--- config.mk ---
export PLATFORM = sky130hd
export DESIGN_NAME = uart_echo_fifo_flat
export DESIGN_NICKNAME = d
export VERILOG_FILES = /design/src/rtl/uart_echo_fifo_if.sv /design/src/rtl/uart_echo_fifo.sv /design/src/flat_wrapper.sv
export SDC_FILE = /design/constraint.sdc
export NUM_CORES = 1
export LEC_CHECK = 0
export CAP_MARGIN = 30
export CORE_ASPECT_RATIO = 0.6
export CORE_MARGIN = 2
export CORE_UTILIZATION = 35
export CTS_CLUSTER_SIZE = 14
export DETAILED_ROUTE_END_ITERATION = 10
export GPL_TIMING_DRIVEN = 0
export PLACE_DENSITY = 0.55
export SETUP_SLACK_MARGIN = 0.1
export SLEW_MARGIN = 30
export SYNTH_ARGS = -nofsm -noshare
export SYNTH_HDL_FRONTEND = slang
export SYNTH_SLANG_ARGS = --single-unit
--- constraint.sdc ---
create_clock -name sys_clk -period 7.1 [get_ports sys_clk]
set_input_delay 2.13 -clock sys_clk [delete_from_list [all_inputs] [get_ports sys_clk]]
set_output_delay 2.13 -clock sys_clk [all_outputs]
set_load 0.02 [all_outputs]
--- src/rtl/uart_echo_fifo_if.sv ---
// Host-side handshake bundle for uart_echo_fifo: RX FIFO head out, TX byte in.
// The DUT uses the slave view; a host or bench uses master.
interface uart_echo_fifo_if #(parameter int DATA_BITS = 8);
   logic                 rx_valid;
   logic                 rx_ready;
   logic [DATA_BITS-1:0] rx_data;
   logic                 tx_valid;
   logic                 tx_ready;
   logic [DATA_BITS-1:0] tx_data;

   modport master (input rx_valid, rx_data, tx_ready, output rx_ready, tx_valid, tx_data);
   modport slave  (output rx_valid, rx_data, tx_ready, input rx_ready, tx_valid, tx_data);
endinterface

--- src/rtl/uart_echo_fifo.sv ---
// Parametrised UART RX/TX with an RX FIFO that either echoes into TX or feeds a
// host over valid/ready; status LEDs and per-frame error pulses.
module uart_echo_fifo #(
   parameter int CLK_FREQ  = 50000000,
   parameter int UART_BPS  = 115200,
   parameter int DATA_BITS = 8,
   parameter int PARITY    = 0,
   parameter int STOP_BITS = 1,
   parameter int FIFO_AW   = 4
) (
   input  logic               sys_clk,
   input  logic               sys_rst_n,
   input  logic               uart_rxd,
   output logic               uart_txd,
   input  logic               echo_en,
   uart_echo_fifo_if.slave    bus,
   output logic [FIFO_AW:0]   fifo_level,
   output logic               rx_done,
   output logic               frame_err,
   output logic               parity_err,
   output logic               overflow,
   output logic [3:0]         led_en
);
   localparam int BPS_CNT = CLK_FREQ / UART_BPS;
   localparam int CW      = $clog2(BPS_CNT);
   localparam int IW      = $clog2(DATA_BITS);
   localparam logic [CW-1:0] CNT_MAX   = CW'(BPS_CNT - 1);
   localparam logic [CW-1:0] CNT_MID   = CW'(BPS_CNT / 2);
   localparam logic [IW-1:0] IDX_MAX   = IW'(DATA_BITS - 1);
   localparam logic          STOP_LAST = 1'(STOP_BITS - 1);

   localparam logic [2:0] ST_IDLE  = 3'd0;
   localparam logic [2:0] ST_START = 3'd1;
   localparam logic [2:0] ST_DATA  = 3'd2;
   localparam logic [2:0] ST_PAR   = 3'd3;
   localparam logic [2:0] ST_STOP  = 3'd4;

   function automatic logic par_bit(input logic [DATA_BITS-1:0] d);
      return (PARITY == 1) ? ~(^d) : (^d);
   endfunction

   logic rxd_meta_r, rxd_sync_r, rxd_prev_r;
   logic [2:0]           rx_state_r, tx_state_r;
   logic [CW-1:0]        rx_cnt_r, tx_cnt_r;
   logic [IW-1:0]        rx_idx_r, tx_idx_r;
   logic [DATA_BITS-1:0] rx_shift_r, tx_shift_r;
   logic rx_perr_r, rx_ferr_r, rx_stop_r, tx_stop_r, tx_par_r;
   logic tx_armed_r, tx_busy_r, rx_tog_r, err_sticky_r, ovf_sticky_r;
   logic [FIFO_AW:0]     wr_ptr_r, rd_ptr_r;
   logic [DATA_BITS-1:0] mem_r [2**FIFO_AW];

   logic rx_fall_s, last_stop_s, ferr_s, perr_s, good_s, empty_s, full_s;
   logic tx_idle_s, echo_pop_s, host_rd_s, host_acc_s, rd_en_s, wr_en_s, ovf_s;
   logic [DATA_BITS-1:0] head_s;

   // Frame disposition, FIFO flags and the single read strobe shared by both modes.
   always_comb begin
      rx_fall_s   = (rx_state_r == ST_IDLE) & rxd_prev_r & ~rxd_sync_r;
      last_stop_s = (rx_state_r == ST_STOP) & (rx_cnt_r == CNT_MID) & (rx_stop_r == STOP_LAST);
      ferr_s      = last_stop_s & (rx_ferr_r | ~rxd_sync_r);
      perr_s      = last_stop_s & ~(rx_ferr_r | ~rxd_sync_r) & rx_perr_r;
      good_s      = last_stop_s & ~(rx_ferr_r | ~rxd_sync_r) & ~rx_perr_r;
      empty_s     = (wr_ptr_r == rd_ptr_r);
      full_s      = (wr_ptr_r[FIFO_AW] != rd_ptr_r[FIFO_AW]) &&
                    (wr_ptr_r[FIFO_AW-1:0] == rd_ptr_r[FIFO_AW-1:0]);
      head_s      = mem_r[rd_ptr_r[FIFO_AW-1:0]];
      tx_idle_s   = tx_armed_r & (tx_state_r == ST_IDLE);
      echo_pop_s  = echo_en & tx_idle_s & ~empty_s;
      host_rd_s   = ~echo_en & ~empty_s & bus.rx_ready;
      host_acc_s  = ~echo_en & tx_idle_s & bus.tx_valid;
      rd_en_s     = echo_pop_s | host_rd_s;
      // a full FIFO still takes the write when the head leaves in the same cycle
      wr_en_s     = good_s & (~full_s | rd_en_s);
      ovf_s       = good_s & full_s & ~rd_en_s;
   end

   assign bus.rx_valid = ~empty_s & ~echo_en;
   assign bus.rx_data  = empty_s ? {DATA_BITS{1'b0}} : head_s;
   assign bus.tx_ready = tx_idle_s & ~echo_en;
   assign led_en       = {ovf_sticky_r, err_sticky_r, tx_busy_r, rx_tog_r};

   // Two-flop synchroniser plus history flop for the start-edge detector.
   always_ff @(posedge sys_clk or negedge sys_rst_n) begin
      if (!sys_rst_n) begin
         rxd_meta_r <= 1'b1;
         rxd_sync_r <= 1'b1;
         rxd_prev_r <= 1'b1;
      end else begin
         rxd_meta_r <= uart_rxd;
         rxd_sync_r <= rxd_meta_r;
         rxd_prev_r <= rxd_sync_r;
      end
   end

   // RX frame FSM: mid-bit sampling, returns to IDLE at the last stop mid-sample.
   always_ff @(posedge sys_clk or negedge sys_rst_n) begin
      if (!sys_rst_n) begin
         rx_state_r <= ST_IDLE;
         rx_cnt_r   <= '0;
         rx_idx_r   <= '0;
         rx_shift_r <= '0;
         rx_perr_r  <= 1'b0;
         rx_ferr_r  <= 1'b0;
         rx_stop_r  <= 1'b0;
      end else begin
         case (rx_state_r)
            ST_IDLE: begin
               if (rx_fall_s) begin
                  rx_state_r <= ST_START;
                  rx_cnt_r   <= '0;
                  rx_perr_r  <= 1'b0;
                  rx_ferr_r  <= 1'b0;
               end
            end
            ST_START: begin
               rx_cnt_r <= rx_cnt_r + 1'b1;
               if (rx_cnt_r == CNT_MID && rxd_sync_r) begin
                  rx_state_r <= ST_IDLE;
               end else if (rx_cnt_r == CNT_MAX) begin
                  rx_cnt_r   <= '0;
                  rx_idx_r   <= '0;
                  rx_state_r <= ST_DATA;
               end
            end
            ST_DATA: begin
               rx_cnt_r <= rx_cnt_r + 1'b1;
               if (rx_cnt_r == CNT_MID) begin
                  rx_shift_r <= {rxd_sync_r, rx_shift_r[DATA_BITS-1:1]};
               end
               if (rx_cnt_r == CNT_MAX) begin
                  rx_cnt_r <= '0;
                  if (rx_idx_r == IDX_MAX) begin
                     rx_state_r <= (PARITY != 0) ? ST_PAR : ST_STOP;
                     rx_stop_r  <= 1'b0;
                  end else begin
                     rx_idx_r <= rx_idx_r + 1'b1;
                  end
               end
            end
            ST_PAR: begin
               rx_cnt_r <= rx_cnt_r + 1'b1;
               if (rx_cnt_r == CNT_MID) begin
                  rx_perr_r <= rxd_sync_r ^ par_bit(rx_shift_r);
               end
               if (rx_cnt_r == CNT_MAX) begin
                  rx_cnt_r   <= '0;
                  rx_stop_r  <= 1'b0;
                  rx_state_r <= ST_STOP;
               end
            end
            ST_STOP: begin
               rx_cnt_r <= rx_cnt_r + 1'b1;
               if (rx_cnt_r == CNT_MID) begin
                  if (!rxd_sync_r) rx_ferr_r <= 1'b1;
                  if (rx_stop_r == STOP_LAST) rx_state_r <= ST_IDLE;
               end else if (rx_cnt_r == CNT_MAX) begin
                  rx_cnt_r  <= '0;
                  rx_stop_r <= 1'b1;
               end
            end
            default: rx_state_r <= ST_IDLE;
         endcase
      end
   end

   // FIFO storage; contents need no reset because the pointers define validity.
   always_ff @(posedge sys_clk) begin
      if (wr_en_s) mem_r[wr_ptr_r[FIFO_AW-1:0]] <= rx_shift_r;
   end

   // FIFO pointers, occupancy, pulses and sticky status.
   always_ff @(posedge sys_clk or negedge sys_rst_n) begin
      if (!sys_rst_n) begin
         wr_ptr_r     <= '0;
         rd_ptr_r     <= '0;
         fifo_level   <= '0;
         rx_done      <= 1'b0;
         frame_err    <= 1'b0;
         parity_err   <= 1'b0;
         overflow     <= 1'b0;
         rx_tog_r     <= 1'b0;
         err_sticky_r <= 1'b0;
         ovf_sticky_r <= 1'b0;
      end else begin
         if (wr_en_s) wr_ptr_r <= wr_ptr_r + 1'b1;
         if (rd_en_s) rd_ptr_r <= rd_ptr_r + 1'b1;
         case ({wr_en_s, rd_en_s})
            2'b10:   fifo_level <= fifo_level + 1'b1;
            2'b01:   fifo_level <= fifo_level - 1'b1;
            default: fifo_level <= fifo_level;
         endcase
         rx_done      <= wr_en_s;
         frame_err    <= ferr_s;
         parity_err   <= perr_s;
         overflow     <= ovf_s;
         rx_tog_r     <= rx_tog_r ^ wr_en_s;
         err_sticky_r <= err_sticky_r | ferr_s | perr_s;
         ovf_sticky_r <= ovf_sticky_r | ovf_s;
      end
   end

   // TX FSM: each bit held BPS_CNT cycles; stop end lands in IDLE for at least one cycle.
   always_ff @(posedge sys_clk or negedge sys_rst_n) begin
      if (!sys_rst_n) begin
         tx_state_r <= ST_IDLE;
         tx_cnt_r   <= '0;
         tx_idx_r   <= '0;
         tx_shift_r <= '0;
         tx_par_r   <= 1'b0;
         tx_stop_r  <= 1'b0;
         tx_armed_r <= 1'b0;
         tx_busy_r  <= 1'b0;
         uart_txd   <= 1'b1;
      end else begin
         tx_armed_r <= 1'b1;
         case (tx_state_r)
            ST_IDLE: begin
               if (echo_pop_s || host_acc_s) begin
                  tx_shift_r <= echo_pop_s ? head_s : bus.tx_data;
                  tx_par_r   <= par_bit(echo_pop_s ? head_s : bus.tx_data);
                  tx_cnt_r   <= '0;
                  tx_state_r <= ST_START;
                  tx_busy_r  <= 1'b1;
                  uart_txd   <= 1'b0;
               end
            end
            ST_START: begin
               tx_cnt_r <= tx_cnt_r + 1'b1;
               if (tx_cnt_r == CNT_MAX) begin
                  tx_cnt_r   <= '0;
                  tx_idx_r   <= '0;
                  tx_state_r <= ST_DATA;
                  uart_txd   <= tx_shift_r[0];
               end
            end
            ST_DATA: begin
               tx_cnt_r <= tx_cnt_r + 1'b1;
               if (tx_cnt_r == CNT_MAX) begin
                  tx_cnt_r <= '0;
                  if (tx_idx_r == IDX_MAX) begin
                     tx_stop_r  <= 1'b0;
                     tx_state_r <= (PARITY != 0) ? ST_PAR : ST_STOP;
                     uart_txd   <= (PARITY != 0) ? tx_par_r : 1'b1;
                  end else begin
                     tx_shift_r <= {1'b0, tx_shift_r[DATA_BITS-1:1]};
                     tx_idx_r   <= tx_idx_r + 1'b1;
                     uart_txd   <= tx_shift_r[1];
                  end
               end
            end
            ST_PAR: begin
               tx_cnt_r <= tx_cnt_r + 1'b1;
               if (tx_cnt_r == CNT_MAX) begin
                  tx_cnt_r   <= '0;
                  tx_stop_r  <= 1'b0;
                  tx_state_r <= ST_STOP;
                  uart_txd   <= 1'b1;
               end
            end
            ST_STOP: begin
               tx_cnt_r <= tx_cnt_r + 1'b1;
               if (tx_cnt_r == CNT_MAX) begin
                  tx_cnt_r <= '0;
                  if (tx_stop_r == STOP_LAST) begin
                     tx_state_r <= ST_IDLE;
                     tx_busy_r  <= 1'b0;
                  end else begin
                     tx_stop_r <= 1'b1;
                  end
               end
            end
            default: begin
               tx_state_r <= ST_IDLE;
               tx_busy_r  <= 1'b0;
               uart_txd   <= 1'b1;
            end
         endcase
      end
   end
endmodule

--- src/flat_wrapper.sv ---
// flat-port wrapper written by rule: the top's interface ports become plain ports
module uart_echo_fifo_flat 
#(
   parameter int CLK_FREQ  = 50000000,
   parameter int UART_BPS  = 115200,
   parameter int DATA_BITS = 8,
   parameter int PARITY    = 0,
   parameter int STOP_BITS = 1,
   parameter int FIFO_AW   = 4
)
  (sys_clk, sys_rst_n, uart_rxd, uart_txd, echo_en, fifo_level, rx_done, frame_err, parity_err, overflow, led_en, bus_rx_valid, bus_rx_data, bus_tx_ready, bus_rx_ready, bus_tx_valid, bus_tx_data);
  uart_echo_fifo_if #(.DATA_BITS(DATA_BITS)) bus_i ();
  input  logic sys_clk;
  input  logic sys_rst_n;
  input  logic uart_rxd;
  output logic uart_txd;
  input  logic echo_en;
  output logic [FIFO_AW:0] fifo_level;
  output logic rx_done;
  output logic frame_err;
  output logic parity_err;
  output logic overflow;
  output logic [3:0] led_en;
  output wire logic [$bits(bus_i.rx_valid)-1:0] bus_rx_valid;
  output wire logic [$bits(bus_i.rx_data)-1:0] bus_rx_data;
  output wire logic [$bits(bus_i.tx_ready)-1:0] bus_tx_ready;
  input wire logic [$bits(bus_i.rx_ready)-1:0] bus_rx_ready;
  input wire logic [$bits(bus_i.tx_valid)-1:0] bus_tx_valid;
  input wire logic [$bits(bus_i.tx_data)-1:0] bus_tx_data;
  assign bus_rx_valid = bus_i.rx_valid;
  assign bus_rx_data = bus_i.rx_data;
  assign bus_tx_ready = bus_i.tx_ready;
  assign bus_i.rx_ready = bus_rx_ready;
  assign bus_i.tx_valid = bus_tx_valid;
  assign bus_i.tx_data = bus_tx_data;
  uart_echo_fifo #(.CLK_FREQ(CLK_FREQ), .UART_BPS(UART_BPS), .DATA_BITS(DATA_BITS), .PARITY(PARITY), .STOP_BITS(STOP_BITS), .FIFO_AW(FIFO_AW)) u_core (.sys_clk(sys_clk), .sys_rst_n(sys_rst_n), .uart_rxd(uart_rxd), .uart_txd(uart_txd), .echo_en(echo_en), .bus(bus_i), .fifo_level(fifo_level), .rx_done(rx_done), .frame_err(frame_err), .parity_err(parity_err), .overflow(overflow), .led_en(led_en));
endmodule
# Yosys cells after proc, flatten, opt, wreduce, memory -nomap -nowiden
# Memory sizes are Yosys's and may differ from the RTL's.
# Cells that the tools add are included.
# word_totals
ff_bits	78
mem_bits_rw	128
input_bits	14
out_inout_bits	24
elab_cells	217
mem_count	1
# memory_table
name	depth	width	read_ports	rd_clocked_by_memory_dff	write_ports	line	source
u_core.mem_r	16	8	1	0	1	uart_echo_fifo.sv:50	logic [DATA_BITS-1:0] mem_r [2**FIFO_AW];
# classes
n_addsub	8
eq_ne	40
n_mux	71
n_bitwise	36
reduce_logical	33
# op_table
op	count
$mux 3	22
$mux 9	6
$mux 8	5
$pmux 9 s4	1
$pmux 3 s5	2
$mux 1	24
$ne 2x1->1 const B	11
$ne 2x2->1 const B	10
$add 9x1->9 const B	2
$and 1x1->1	18
$eq 9x9->1 const B	2
$pmux 9 s2	1
$pmux 8 s2	1
$reduce_and 4->1	4
$add 5x1->5 const B	3
$reduce_and 5->1	3
$reduce_and 7->1	2
$reduce_bool 2->1	7
$eq 3x2->1 const B	4
$eq 3x3->1 const B	4
$pmux 3 s2	2
$not 1->1	10
$pmux 5 s2	1
$eq 9x8->1 const B	1
26 further kinds	42

# Depth between registers and ports, before layout
# depth
depth_word	9
mapped_depth	16
ltp_nobuf	14

# Worst setup path before layout
# No wires, ideal clock.
# synth_path
path_kind	input to output
from	in echo_en
to	out bus_tx_ready
arrival_ps	2441
t_required_ps	4970
path_slack_ps	2529
stages	2
n_path_buf	0
path_cell_list	inv_1 -> and3_1
# synth_via
elab_chain_len	2
# synth_lines
item	line	source
from (decl)	flat_wrapper.sv:17	input logic echo_en;
$not 1->1	uart_echo_fifo.sv:79	assign bus.tx_ready = tx_idle_s & ~echo_en;
$and 1x1->1	uart_echo_fifo.sv:79	
to (decl)	flat_wrapper.sv:26	output wire logic [$bits(bus_i.tx_ready)-1:0] bus_tx_ready;
# No other way between the ends.

# Final worst setup path
# Ends and elaborated chain as after synthesis.

==> results.ini <==
[yosys]
syn_nets = 683
synth_area_per_cell_um2 = 14.01
yosys_register_bits = 205
yosys_warnings = 0
synthDistinctLibCells = 66
yosys_most_used_dff = edfxtp_1
syn_area_um2 = 9149
synthArstFlopShare_pct = 37.56
synth-edff-count = 128
ys_seq_area_share_pct = 63.13
syn_inst = 653

[placed_design]
place_congestion = 0.8166
placed_area_um2 = 9995
place.detailed.hpwl_um = 14270
placedCellCount = 1043
portBuffers = 37

[die]
dieWidth_um = 212.7
rows = 45
die_y_um = 129.2
die-area_um2 = 27490
initial_core_util_pct = 35.87
coreArea_um2 = 25510
io_pins = 38

[run]
cap_violations = 0

[timing]
hold_viol = 0
period_minus_slack_ns = 5.560
maxClockFrequency_mhz = 179.9
skew_ns = 0.007599
tightest_slew_ns = 0.9322
post-route-period-util_pct = 78.31
rsz0062_at_grt = false
relSlewSlack_pct = 37.63
setup_violations = 0
setup_tns_ns = 0
slew_violations = 0
finalHoldWorstSlack_ns = 0.3487

[finish]
fin_nets = 743
drive_gt1_share_pct = 16.23
final_common_cell = edfxtp_1
final_area_um2 = 10650
synthToLayoutAreaGrowth_pct = 16.37
fill_cells = 2311
finish.utilization_pct = 41.74
diodes = 0
final_cell_mix = edfxtp_1, dfrtp_1, o21ai_0
post_layout_nonfiller_instances = 1079

[setup_path]
r2r_start = u_core.rx_state_r[0]
crit_path_frequent_cell = clkdlybuf4s50_1
startpoint_type = input port
worst-setup-path-type = input port to primary output
critPathArrivalTime_ns = 3.43
worstReg2RegEnd = u_core.fifo_level[4]
worstPathMaxFanout = 3
max_stage_delay_ns = 0.61
ff2ff_path_depth = 15
slowest_stage = clkdlybuf4s50_1
rrSetupSlack_ns = 3.17
crit_chain = clkdlybuf4s50_1, inv_1, and3_1, clkdlybuf4s50_1
end_kind = primary output
worst_ep_required_time_ns = 4.97

[clock_network]
clkLatencyLatePin_ns = 0.50
clock_path_buffers = 3
h-tree-depth = 1
cts_setup_buffers = 0
cts.repair.resized = 0
numCtsBuffers = 20
clkTransAtPathRegs_ns = 0.07
cts_sinks = 205
cts_root_buffer = clkbuf_16
cts_tree = built
cts_hold_buf = 0

[detailed_routing]
wirelength_um = 20510
dr.pass1.iters = 5
route.antenna.remaining_nets = 0
drc = 0
vias_per_cell = 5.221
vias = 5633
wl_per_cell_um = 19.01
drt_iter0_markers = 581

[power_and_ir_drop]
power.density_nw_per_um2 = 285.0
leakagePower_nw = 4.242
peakVddDrop_v = 0.0001504

[global_routing]
grt_pass1_wl_um = 31860
grtUsageTotal_pct = 15.19
overflow = 0
grt_max_degree = 48
grt_pass1_vias = 5527
antenna_found_initial = 0

[hold_path]
hp-class = register to register
hold_depth = 0
min_from = u_core.rxd_meta_r
min_to = u_core.rxd_sync_r

[run_status]
status = finished, final reports clean

-- worst max-delay path by stage --
stage	from	to	slack (ns)	cells past startpoint
after global routing	u_core.rd_ptr_r[0]	bus_rx_data[5]	1.50	6
after global placement	sys_rst_n	u_core.tx_shift_r[5]	1.15	1
after detailed placement	echo_en	bus_tx_ready	1.54	4
after CTS	echo_en	bus_tx_ready	1.53	4
final	echo_en	bus_tx_ready	1.54	4
after floorplan	echo_en	bus_tx_ready	2.53	2
-- metrics by stage --
step	setup slack (ns)	power [mW]
detailed placement	1.542	1.989
floorplan	2.529	1.797
global route	1.505	3.169
finish	1.540	3.035
CTS	1.533	3.062
global placement	1.150	1.965
-- kinds of logic after synthesis --
logic type	Yosys count	synth area share, %
buffers and inverters	52	2.804
adder cells (fa/ha/maj)	16	2.188
flip-flops	205	63.13
multiplexers	47	9.929
AO/OA/AOI/OAI	126	8.876
AND/OR/NAND/NOR	176	10.08
XOR/XNOR	30	2.954
other	1	0.04099
-- cell type report --
type / count / area, um^2 / share of cell area, %
flip-flops and latches: 205 / 5776 / 54.25
multi-input cells: 396 / 3129 / 29.39
inverters: 16 / 60.06 / 0.5641
plain buffers: 36 / 196.4 / 1.845
well taps: 352 / 440.4 / 4.137
repair buffers: 38 / 395.4 / 3.714
clock buffers: 31 / 573.1 / 5.383
clock inverters: 5 / 76.32 / 0.7169
-- Yosys cell counts (all sizes together), types with 3 or more instances --
| cell | instances | area (um^2) |
|---|---|---|
| xor2 | 15 | 131.4 |
| mux2 | 10 | 112.6 |
| o31ai | 12 | 90.09 |
| or3 | 4 | 25.02 |
| or2 | 5 | 31.28 |
| inv | 16 | 60.06 |
| o21ai | 46 | 230.2 |
| mux4 | 34 | 765.7 |
| edfxtp | 128 | 3844 |
| xnor2 | 15 | 138.9 |
| a21oi | 27 | 135.1 |
| and2 | 3 | 18.77 |
| mux2i | 3 | 30.03 |
| dfstp | 4 | 105.1 |
| nand2b | 12 | 75.07 |
| and4 | 3 | 26.28 |
| nor3 | 13 | 75.07 |
| o211ai | 3 | 27.52 |
| nand4 | 5 | 37.53 |
| nand2 | 41 | 158.9 |
| a31oi | 3 | 18.77 |
| a22oi | 11 | 82.58 |
| buf | 21 | 140.1 |
| and3 | 8 | 50.05 |
| a22o | 3 | 26.28 |
| dfrtp | 73 | 1827 |
| nand3 | 15 | 75.07 |
| clkbuf | 15 | 56.30 |
| nor2b | 14 | 87.58 |
| nor2 | 44 | 172.7 |
| ha | 16 | 200.2 |
-- critical path: cells and delay by family --
| kind | cells | cell delay, ns |
|---|---|---|
| buffers and inverters | 3 | 1.15 |
| AND/OR/NAND/NOR | 1 | 0.15 |
-- flip-flops by register name (all words and copies together), names as in the netlist, 3 cells and up --
| signal | count |
|---|---|
| u_core.fifo_level | 5 |
| u_core.mem_r | 128 |
| u_core.rd_ptr_r | 5 |
| u_core.rx_cnt_r | 9 |
| u_core.rx_idx_r | 3 |
| u_core.rx_shift_r | 8 |
| u_core.rx_state_r | 3 |
| u_core.tx_cnt_r | 9 |
| u_core.tx_idx_r | 3 |
| u_core.tx_shift_r | 8 |
| u_core.tx_state_r | 3 |
| u_core.wr_ptr_r | 5 |
-- power by group --
| part | switching [mW] | internal [mW] | leakage, nW |
|---|---|---|---|
| sequential | 0.0492 | 1.30 | 2.50 |
| clock | 0.445 | 0.629 | 0.310 |
| combinational | 0.366 | 0.242 | 1.43 |
-- metal layers --
metal	wire length [um]	share of wire (%)	vias up	global-route usage (%)
met4	297	1.4	0	2.509
li1	-	-	2573	-
met2	8388	41	149	21.51
met1	10510	51	2882	24.35
met3	1313	6.4	29	2.860
met5	0	0	-	0
No activity file was read; power rests on OpenSTA's default activity.
